**src/rtl/three_bit_scan_sequencer_if.sv**
```systemverilog
// Select-code bus between a scan controller and the 3-to-8 decoder driver.
// The controller drives start/stop/one_shot. The sequencer returns the code and its status.
interface three_bit_scan_sequencer_if;
  logic start;
  logic stop;
  logic one_shot;
  logic x;
  logic y;
  logic z;
  logic sel_valid;
  logic busy;
  logic done;

  modport master (
    output start,
    output stop,
    output one_shot,
    input  x,
    input  y,
    input  z,
    input  sel_valid,
    input  busy,
    input  done
  );

  modport slave (
    input  start,
    input  stop,
    input  one_shot,
    output x,
    output y,
    output z,
    output sel_valid,
    output busy,
    output done
  );
endinterface

```
**src/rtl/three_bit_scan_sequencer.sv**
```systemverilog
// Steps the decoder select code {x,y,z} through 0..7. Each code is held for DWELL clocks.
// An optional BLANK gap separates codes. The scan runs as a loop or as a single one-shot pass.
module three_bit_scan_sequencer #(
  parameter int DWELL = 50,
  parameter int BLANK = 2
) (
  input  logic                        clk,
  input  logic                        rst,
  three_bit_scan_sequencer_if.slave   bus
);

  localparam int CNT_MAX_C = (DWELL > BLANK) ? DWELL : BLANK;
  localparam int CW_C      = $clog2(CNT_MAX_C + 1);

  localparam logic [CW_C-1:0] CNT_ZERO_C   = CW_C'(0);
  localparam logic [CW_C-1:0] CNT_ONE_C    = CW_C'(1);
  localparam logic [CW_C-1:0] DWELL_LAST_C = CW_C'(DWELL - 1);
  localparam logic [CW_C-1:0] BLANK_LAST_C = CW_C'((BLANK > 0) ? (BLANK - 1) : 0);
  localparam logic            HAS_BLANK_C  = (BLANK > 0) ? 1'b1 : 1'b0;

  typedef enum logic [1:0] {
    ST_IDLE  = 2'd0,
    ST_SHOW  = 2'd1,
    ST_BLANK = 2'd2
  } state_t;

  state_t          state_r;
  state_t          state_s;
  logic [2:0]      code_r;
  logic [2:0]      code_s;
  logic [CW_C-1:0] cnt_r;
  logic [CW_C-1:0] cnt_s;
  logic            mode_r;
  logic            mode_s;
  logic            done_s;
  logic            sel_valid_s;
  logic            busy_s;

  // State register: FSM state, current code, dwell/blank counter and captured mode.
  always_ff @(posedge clk or posedge rst) begin
    if (rst) begin
      state_r <= ST_IDLE;
      code_r  <= 3'd0;
      cnt_r   <= CNT_ZERO_C;
      mode_r  <= 1'b0;
    end else begin
      state_r <= state_s;
      code_r  <= code_s;
      cnt_r   <= cnt_s;
      mode_r  <= mode_s;
    end
  end

  // Next-state logic: stop always wins, then dwell/blank terminal counts decide the step.
  always_comb begin
    state_s = state_r;
    code_s  = code_r;
    cnt_s   = cnt_r;
    mode_s  = mode_r;
    done_s  = 1'b0;
    case (state_r)
      ST_IDLE: begin
        code_s = 3'd0;
        cnt_s  = CNT_ZERO_C;
        if (bus.start && !bus.stop) begin
          state_s = ST_SHOW;
          mode_s  = bus.one_shot;
        end else begin
          state_s = ST_IDLE;
        end
      end
      ST_SHOW: begin
        if (bus.stop) begin
          state_s = ST_IDLE;
          code_s  = 3'd0;
          cnt_s   = CNT_ZERO_C;
        end else if (cnt_r == DWELL_LAST_C) begin
          cnt_s = CNT_ZERO_C;
          if ((code_r == 3'd7) && mode_r) begin
            // One-shot pass complete: no trailing blank, pulse done on return to idle.
            state_s = ST_IDLE;
            code_s  = 3'd0;
            done_s  = 1'b1;
          end else if (HAS_BLANK_C) begin
            state_s = ST_BLANK;
          end else begin
            state_s = ST_SHOW;
            code_s  = code_r + 3'd1;
          end
        end else begin
          cnt_s = cnt_r + CNT_ONE_C;
        end
      end
      ST_BLANK: begin
        if (bus.stop) begin
          state_s = ST_IDLE;
          code_s  = 3'd0;
          cnt_s   = CNT_ZERO_C;
        end else if (cnt_r == BLANK_LAST_C) begin
          state_s = ST_SHOW;
          code_s  = code_r + 3'd1;
          cnt_s   = CNT_ZERO_C;
        end else begin
          cnt_s = cnt_r + CNT_ONE_C;
        end
      end
      default: begin
        state_s = ST_IDLE;
        code_s  = 3'd0;
        cnt_s   = CNT_ZERO_C;
        mode_s  = 1'b0;
      end
    endcase
  end

  // Output decode from the next state, so the registered outputs track the state register.
  always_comb begin
    sel_valid_s = 1'b0;
    busy_s      = 1'b0;
    case (state_s)
      ST_SHOW: begin
        sel_valid_s = 1'b1;
        busy_s      = 1'b1;
      end
      ST_BLANK: begin
        sel_valid_s = 1'b0;
        busy_s      = 1'b1;
      end
      default: begin
        sel_valid_s = 1'b0;
        busy_s      = 1'b0;
      end
    endcase
  end

  // Output register: the decoder select lines and status flags are driven directly from flops.
  always_ff @(posedge clk or posedge rst) begin
    if (rst) begin
      bus.x         <= 1'b0;
      bus.y         <= 1'b0;
      bus.z         <= 1'b0;
      bus.sel_valid <= 1'b0;
      bus.busy      <= 1'b0;
      bus.done      <= 1'b0;
    end else begin
      bus.x         <= code_s[2];
      bus.y         <= code_s[1];
      bus.z         <= code_s[0];
      bus.sel_valid <= sel_valid_s;
      bus.busy      <= busy_s;
      bus.done      <= done_s;
    end
  end

endmodule

```
**src/flat_wrapper.sv**
```systemverilog
// flat-port wrapper written by rule: the top's interface ports become plain ports
module three_bit_scan_sequencer_flat 
#(
  parameter int DWELL = 50,
  parameter int BLANK = 2
)
  (clk, rst, bus_start, bus_stop, bus_one_shot, bus_x, bus_y, bus_z, bus_sel_valid, bus_busy, bus_done);
  three_bit_scan_sequencer_if bus_i ();
  input  logic clk;
  input  logic rst;
  input wire logic [$bits(bus_i.start)-1:0] bus_start;
  input wire logic [$bits(bus_i.stop)-1:0] bus_stop;
  input wire logic [$bits(bus_i.one_shot)-1:0] bus_one_shot;
  output wire logic [$bits(bus_i.x)-1:0] bus_x;
  output wire logic [$bits(bus_i.y)-1:0] bus_y;
  output wire logic [$bits(bus_i.z)-1:0] bus_z;
  output wire logic [$bits(bus_i.sel_valid)-1:0] bus_sel_valid;
  output wire logic [$bits(bus_i.busy)-1:0] bus_busy;
  output wire logic [$bits(bus_i.done)-1:0] bus_done;
  assign bus_i.start = bus_start;
  assign bus_i.stop = bus_stop;
  assign bus_i.one_shot = bus_one_shot;
  assign bus_x = bus_i.x;
  assign bus_y = bus_i.y;
  assign bus_z = bus_i.z;
  assign bus_sel_valid = bus_i.sel_valid;
  assign bus_busy = bus_i.busy;
  assign bus_done = bus_i.done;
  three_bit_scan_sequencer #(.DWELL(DWELL), .BLANK(BLANK)) u_core (.clk(clk), .rst(rst), .bus(bus_i));
endmodule
```
**config.mk**
```make
export PLATFORM = sky130hd
export DESIGN_NAME = three_bit_scan_sequencer_flat
export DESIGN_NICKNAME = d
export VERILOG_FILES = /design/src/rtl/three_bit_scan_sequencer_if.sv /design/src/rtl/three_bit_scan_sequencer.sv /design/src/flat_wrapper.sv
export SDC_FILE = /design/constraint.sdc
export NUM_CORES = 1
export LEC_CHECK = 0
export CORE_MARGIN = 1.5
export CORE_UTILIZATION = 40
export CTS_CLUSTER_DIAMETER = 120
export DETAILED_ROUTE_END_ITERATION = 16
export GPL_ROUTABILITY_DRIVEN = 0
export GPL_TIMING_DRIVEN = 0
export PLACE_DENSITY = 0.66
export SYNTH_ARGS = -nofsm -noshare
export SYNTH_HDL_FRONTEND = slang
export SYNTH_SLANG_ARGS = --single-unit
```
**constraint.sdc**
```tcl
create_clock -name clk -period 2.9 [get_ports clk]
set_clock_uncertainty 0.1 [all_clocks]
set_input_delay 0.58 -clock clk [delete_from_list [all_inputs] [get_ports clk]]
set_output_delay 0.58 -clock clk [all_outputs]
set_load 0.02 [all_outputs]
```
==> metrics.md, run 1 <==
| Metric | Value |
|---|---|
| Status | `finished clean` |
| Final ANT Viol Nets | `0` |
| Fin util | `around 52%` |
| Leak Pwr | `about 0.00043 uW` |
| RSZ-0062 raised after global routing | `false` |
| Final setup violation count | `0` |
| Register area | `375.4 um2` |
| Post-Syn Area | `a little under 900 um2` |
| Number of remaining DRC errors | `0` |
| CP max-delay cell | `or3b_4` |
| ANT cells | `0` |
| Vias in the first global route | `657` |
| Chip width | `50.10 um` |
| Commonest non-fill, non-tap cell in the layout | `dfrtp_1` |
| Synth Area in XOR/XNOR | `2.962%` |
| Synth Area in Compound Gates | `between 20% and 30%` |
| Vias | `679` |
| Seq/Total Area, Yosys | `42.31%` |
| Slew @ Worst Pin | `0.5599 ns` |
| Critical path's top delay family | `compound AO/OA/AOI/OAI gates` |
| Routed wire length | `1.620 mm` |
| Share of layout cells above drive strength 1 | `7.921%` |
| Grt ovf | `0` |
| Htree depth | `1` |
| Buffers added on ports | `10` |
| Post-CTS setup buffers | `0` |
| Cell Pwr Density | `around 360 nW/um2` |
| Setup TNS Final | `0 ns` |
| Max clock buf depth | `2` |
| Tcrit/Tclk final | `74.42%` |
| CTS tree | `built` |
| Vias per cell | `5.305` |
| Nets | `116` |
| CTS Hold Bufs | `0` |
| Worst path required time | `3.03 ns` |
| Area grow syn2layout | `18.05%` |
| Gr usage total | `14.72%` |
| Worst Path Arrival | `2.28 ns` |
| Die ar. | `roughly 2500 um2` |
| Proportion of synthesized area in mux cells | `0%` |
| Element type at the critical path end | `register` |
| First-pass GRT wire length | `about 2.8 mm` |
| Crit path largest cell delay | `0.41 ns` |
| Post-synth EDFFs | `0` |
| Row count | `16` |
| Worst skew pair latency | `0.29 ns` |
| CP startpoint kind | `register` |
| Syn nets | `101` |
| Post-Synth Simple-Gate Area | `14.25%` |
| WL/cell | `12.66 um` |
| HPWL Detailed | `1.241 mm` |
| Die Span Y | `between 50 and 60 um` |
| Post_cts resized | `0` |
| Fin. max-slew vios | `0` |
| Max IR drop VDD | `0.2864 mV` |
| Crit Path Max Fanout | `10` |
| Post-synthesis adder-cell area fraction | `12.69%` |
| Initial Util | `43.87%` |
| Crit-path cells | `inv_1 -> ha_1 -> or3b_4 -> buf_6 -> o31a_1 -> a211oi_2 -> ha_1 -> inv_1` |
| Largest family of logic cells by synthesized area | `compound AO/OA/AOI/OAI gates` |
| Number of DRC markers in iteration 0 | `3` |
| Yosys warns | `0` |
| Max-capacitance violation count | `0` |
| FILL cells | `around 200` |
| Primary FF master, synth | `dfrtp_1` |
| TritonRoute pass-1 iters | `4` |
| Cell count after synthesis | `87` |
| Post-Layout Cell Count | `128` |
| Commonest non-fill, non-tap cells in the layout | `dfrtp_1, inv_1, clkdlybuf4s50_1, ha_1, a21oi_1` |
| # IOs | `11` |
| Area of the multi-input gates | `around 450 um2` |
| Post-synth ARST share | `100.0%` |
| Clk sinks | `15` |
| Final hold vios | `0` |
| Avg Synthesized Cell Area | `10.20 um2` |
| Worst path bufs/invs | `3` |
| Worst-path clk slew | `0.08 ns` |
| Root buf cell | `clkbuf_4` |
| Max Clock Freq | `463.4 MHz` |
| Initial antenna violation count | `0` |
| Slew HR | `62.63%` |
| Post-synth cell types | `32` |
| Flops & latches, synth | `15` |
| TritonCTS buffer count | `3` |
| Placed insts | `124` |
| Min Tclk post-route | `between 2 and 2.5 ns` |
| Core area | `2022 um2` |
| Pin count of the biggest net entering global routing | `16` |
| Hold Crit Class | `register to register` |
| CP Class | `register to register` |
==> path summary, 6_finish.rpt <==
| path | endpoint | slack [ns] | cells after the start | start |
|---|---|---|---|---|
| max | u_core.bus.busy | 0.74 | 8 | u_core.cnt_r[1] |
| min | u_core.cnt_r[0] | 0.39 | 1 | u_core.cnt_r[0] |
| max reg2reg | u_core.bus.busy | 0.74 | 8 | u_core.cnt_r[1] |
| min reg2reg | u_core.cnt_r[0] | 0.39 | 1 | u_core.cnt_r[0] |
| max in group asynchronous | u_core.cnt_r[2] | 1.79 | 2 | rst |
| min in group asynchronous | u_core.cnt_r[3] | 0.53 | 2 | rst |
==> kinds of logic after synthesis <==
kind of cell	Yosys count
AOI/OAI and AO/OA	26
and+or+nand+nor	20
DFF	15
buffers and inverters	14
adders and majority gates	9
xor gates and xnor gates	3
==> state kept, by name (all words and copies together) (netlist names) <==
name and flops:
u_core.cnt_r 6, u_core.code_r 2, u_core.mode_r 1, u_core.state_r 2, u_core.bus.busy 1, u_core.bus.sel_valid 1, u_core.bus.done 1, u_core.bus.x 1
==> worst reg2reg max path, stage by stage, from the launching register on <==
cell and delay [ns]:
dfrtp_1 0.40, inv_1 0.06, ha_1 0.13, or3b_4 0.41
buf_6 0.16, o31a_1 0.29, a211oi_2 0.24, ha_1 0.26
inv_1 0.05
==> through the flow <==
| stage | hold WS (ns) | power [uW] | area (um2) | setup slack [ns] |
|---|---|---|---|---|
| 2_1_floorplan | 0.3548 | 243.1 | 887.1 | 0.8702 |
| 3_3_place_gp | 0.3753 | 258.0 | 1021 | 0.7761 |
| 3_5_place_dp | 0.3831 | 258.5 | 1021 | 0.7437 |
| 4_1_cts | 0.3950 | 377.3 | 1047 | 0.7230 |
| 5_1_grt | 0.4237 | 395.9 | 1047 | 0.6170 |
| 6_report | 0.3916 | 372.6 | 1047 | 0.7419 |
==> report_power, final <==
group          switching, uW  leakage, uW  internal (uW)
combinational           18.8     0.000212           17.5
clock                   65.4    0.0000150           53.5
sequential              3.49     0.000207            214
total                   87.7     0.000434            285
==> Yosys cell counts (all sizes together) (2+ instances only) <==
cell type	instances	area (um2)
or2	2	12.52
dfrtp	15	375.4
o31a	2	17.52
a21oi	8	40.04
nor2	2	7.510
ha	9	112.6
nand3b	2	15.01
inv	12	45.04
or4	3	22.52
nand3	2	10.01
nand2	3	11.26
o21ai	3	15.01
o211ai	6	45.04
xor2	2	17.52
==> layout make-up <==
type                            instances  share of cell area, %
Buffer                                  2                  1.434
Timing Repair Buffer                   10                  9.558
Multi-Input combinational cell         58                  43.13
Sequential cell                        15                  35.84
Inverter                               12                  4.301
Clock buffer                            4                  2.509
Tap cell                               27                  3.226
==> routing by layer <==
metal	routed length, um	GRT usage (%)	up-vias
met3	96	6.061	2
met5	0	0	-
met2	774	23.03	16
met4	12	4.167	0
li1	-	-	343
met1	736	18.48	318
No activity file was read; power rests on OpenSTA's default activity.
==> run 2, diff against run 1 <==
--- a/config.mk
+++ b/config.mk
@@ -11,7 +11,7 @@
 export DETAILED_ROUTE_END_ITERATION = 16
 export GPL_ROUTABILITY_DRIVEN = 0
 export GPL_TIMING_DRIVEN = 0
-export PLACE_DENSITY = 0.66
+export PLACE_DENSITY = 0.68
 export SYNTH_ARGS = -nofsm -noshare
 export SYNTH_HDL_FRONTEND = slang
 export SYNTH_SLANG_ARGS = --single-unit
==> constraint.sdc (replaced) <==
create_clock -name clk -period 1.8 [get_ports clk]
set_clock_uncertainty 0.1 [all_clocks]
set_input_delay 0.36 -clock clk [delete_from_list [all_inputs] [get_ports clk]]
set_output_delay 0.36 -clock clk [all_outputs]
set_load 0.02 [all_outputs]
==> metrics.md, run 2 (synthesis results as in run 1) <==
| Metric | Value |
|---|---|
| Status | `finished, violations left` |
| Failing checks | `setup timing` |
| CP Class | `register to register` |
| Initial Util | `43.87% (unchanged)` |
| Vias | `714 (+5.2%)` |
| Htree depth | `1 (unchanged)` |
| DRT met1 WL | `805 um (+9.4%)` |
| Tcrit/Tclk final | `111.9% (+37 points)` |
| Final instance area | `1129 um2 (+7.8%)` |
| Worst skew pair latency | `0.29 ns (about the same)` |
| Pin count of the biggest net entering global routing | `16 (unchanged)` |
| Slew HR | `61.81% (-0.82 points)` |
| Initial antenna violation count | `0 (unchanged)` |
| Nets | `124 (+6.9%)` |
| Post-Place Setup Slack | `-0.2864 ns (-1.030 ns)` |
| Min Tclk post-route | `2.014 ns (-0.1442 ns)` |
| Final setup violation count | `6 (+6)` |
| HPWL Detailed | `1.202 mm (-3.1%)` |
| Share of layout cells above drive strength 1 | `18.35% (+10 points)` |
| Worst path required time | `1.94 ns (-1.09 ns)` |
| Buffers added on ports | `10 (unchanged)` |
| Worst Setup Slack, final | `-0.2139 ns (-0.9558 ns)` |
| Grt ovf | `0 (unchanged)` |
| Hold Crit Class | `input pin to async pin` |
| WL/cell | `13.28 um (+4.9%)` |
| Worst Path Arrival | `2.15 ns (-0.13 ns)` |
| Reg with most FFs | `u_core.cnt_r` |
| First-pass GRT wire length | `2.835 mm (+2.2%)` |
| Die Span Y | `50.10 um (unchanged)` |
| Gr usage total | `15.17% (+0.45 points)` |
| Final hold vios | `0 (unchanged)` |
| # IOs | `11 (unchanged)` |
| Critical Path Start | `u_core.cnt_r[1]` |
| Post-Layout Cell Count | `136 (+6.3%)` |
| Max-capacitance violation count | `0 (unchanged)` |
| Chip width | `50.10 um (unchanged)` |
| Commonest non-fill, non-tap cells in the layout | `dfrtp_1, inv_1, ha_1, a21oi_1, clkdlybuf4s50_1` |
| R2R setup slack | `-0.21 ns (-0.96 ns)` |
| CTS Hold Bufs | `0 (unchanged)` |
| Worst reg2reg endpoint | `u_core.bus.busy` |
| Die ar. | `2510 um2 (unchanged)` |
| TritonCTS buffer count | `3 (unchanged)` |
| Number of DRC markers in iteration 0 | `10 (+7)` |
| Cell Pwr Density | `535.8 nW/um2 (+51%)` |
| Register-to-Register Path Depth | `9 (+1)` |
| DP Area | `1021 um2 (unchanged)` |
| Commonest non-fill, non-tap cell in the layout | `dfrtp_1` |
| Max reg flops | `6 (unchanged)` |
| Vias in the first global route | `638 (-2.9%)` |
| Row count | `16 (unchanged)` |
| Max IR drop VDD | `0.5271 mV (+84%)` |
| Worst-path clk slew | `0.09 ns (about the same)` |
| TritonRoute pass-1 iters | `4 (unchanged)` |
| Setup TNS Final | `-0.5462 ns (-0.5462 ns)` |
| Final ANT Viol Nets | `0 (unchanged)` |
| Leak Pwr | `0.0004968 uW (+14%)` |
| Biggest regs | `u_core.cnt_r (6), u_core.code_r (2), u_core.state_r (2)` |
| Area grow syn2layout | `27.22%` |
| Clk sinks | `15 (unchanged)` |
| Met3 routed WL | `100 um (+4.2%)` |
| Top Layer Used | `met4` |
| CTS tree | `built` |
| Max Clock Freq | `496.6 MHz (+7.2%)` |
| Max clock buf depth | `2 (unchanged)` |
| Routed wire length | `1.806 mm (+11%)` |
| Setup crit end | `u_core.bus.busy` |
| Element type at the critical path end | `register` |
| CP startpoint kind | `register` |
| ANT cells | `0 (unchanged)` |
| Core area | `2022 um2 (unchanged)` |
| Vias per cell | `5.250 (-1.0%)` |
| RSZ-0062 raised after global routing | `true` |
| Crit Path Max Fanout | `6 (-4)` |
| Fin. max-slew vios | `0 (unchanged)` |
| Slew @ Worst Pin | `0.5722 ns (+0.01231 ns)` |
| Number of remaining DRC errors | `0 (unchanged)` |
| Root buf cell | `clkbuf_4` |
| Routed wl met2 | `866 um (+12%)` |
| Worst R2R Start | `u_core.cnt_r[1]` |
| Placed insts | `124 (unchanged)` |
==> run 2: area by class of cell <==
type                            instances  area, um2
Tap cell                               27      33.78
Buffer                                  2      15.01
Fill cell                             186      893.4
Multi-Input combinational cell         59      478.0
Inverter                               12      45.04
Sequential cell                        15      375.4
Timing Repair Buffer                   17      153.9
Clock inverter                          1      5.005
Clock buffer                            3      22.52
==> run 2: timing repair <==
item	in CTS	in global routing
setup endpoints to repair	4	14
resized for setup	2	3
cloned	0	1
buffers inserted	5	2
pin swaps	3	1
==> run 2: where the power goes <==
part | internal (uW) | switching [uW]
clock | 82.6 | 109
combinational | 31.0 | 32.4
sequential | 345 | 5.17
==> run 2: through the flow <==
| step | total power, uW | hold slack [ns] | utilization [%] |
|---|---|---|---|
| 3_3_place_gp | 415.5 | 0.3755 | 50.50 |
| 5_1_grt | 640.5 | 0.3910 | 55.82 |
| 2_1_floorplan | 391.6 | 0.1615 | - |
| 3_5_place_dp | 416.1 | 0.3874 | 50.50 |
| 4_1_cts | 616.3 | 0.3448 | 53.84 |
| 6_report | 604.7 | 0.3226 | 55.82 |
==> run 2: worst min path at each step <==
stage	from	end	slack [ns]	cells past startpoint
global placement	u_core.cnt_r[0]	u_core.cnt_r[0]	0.38	1
floorplan	rst	u_core.bus.busy	0.16	1
finish	rst	u_core.cnt_r[2]	0.32	2
CTS	rst	u_core.cnt_r[1]	0.34	2
detailed placement	u_core.cnt_r[0]	u_core.cnt_r[0]	0.39	1
global route	rst	u_core.cnt_r[1]	0.39	2
==> run 2: layer usage <==
metal / track usage, % / up-vias
met5: 0 / -
met4: 4.167 / 0
met3: 6.061 / 4
met2: 24.34 / 22
met1: 18.67 / 330
li1: - / 358
==> run 2: critical path: stages (launching register included) <==
cell and delay, ns:
dfrtp_1 0.39, inv_1 0.06, ha_1 0.12, or3b_4 0.38
buf_6 0.13, buf_4 0.16, nor2_1 0.17, o31a_1 0.19
ha_1 0.23, inv_1 0.05
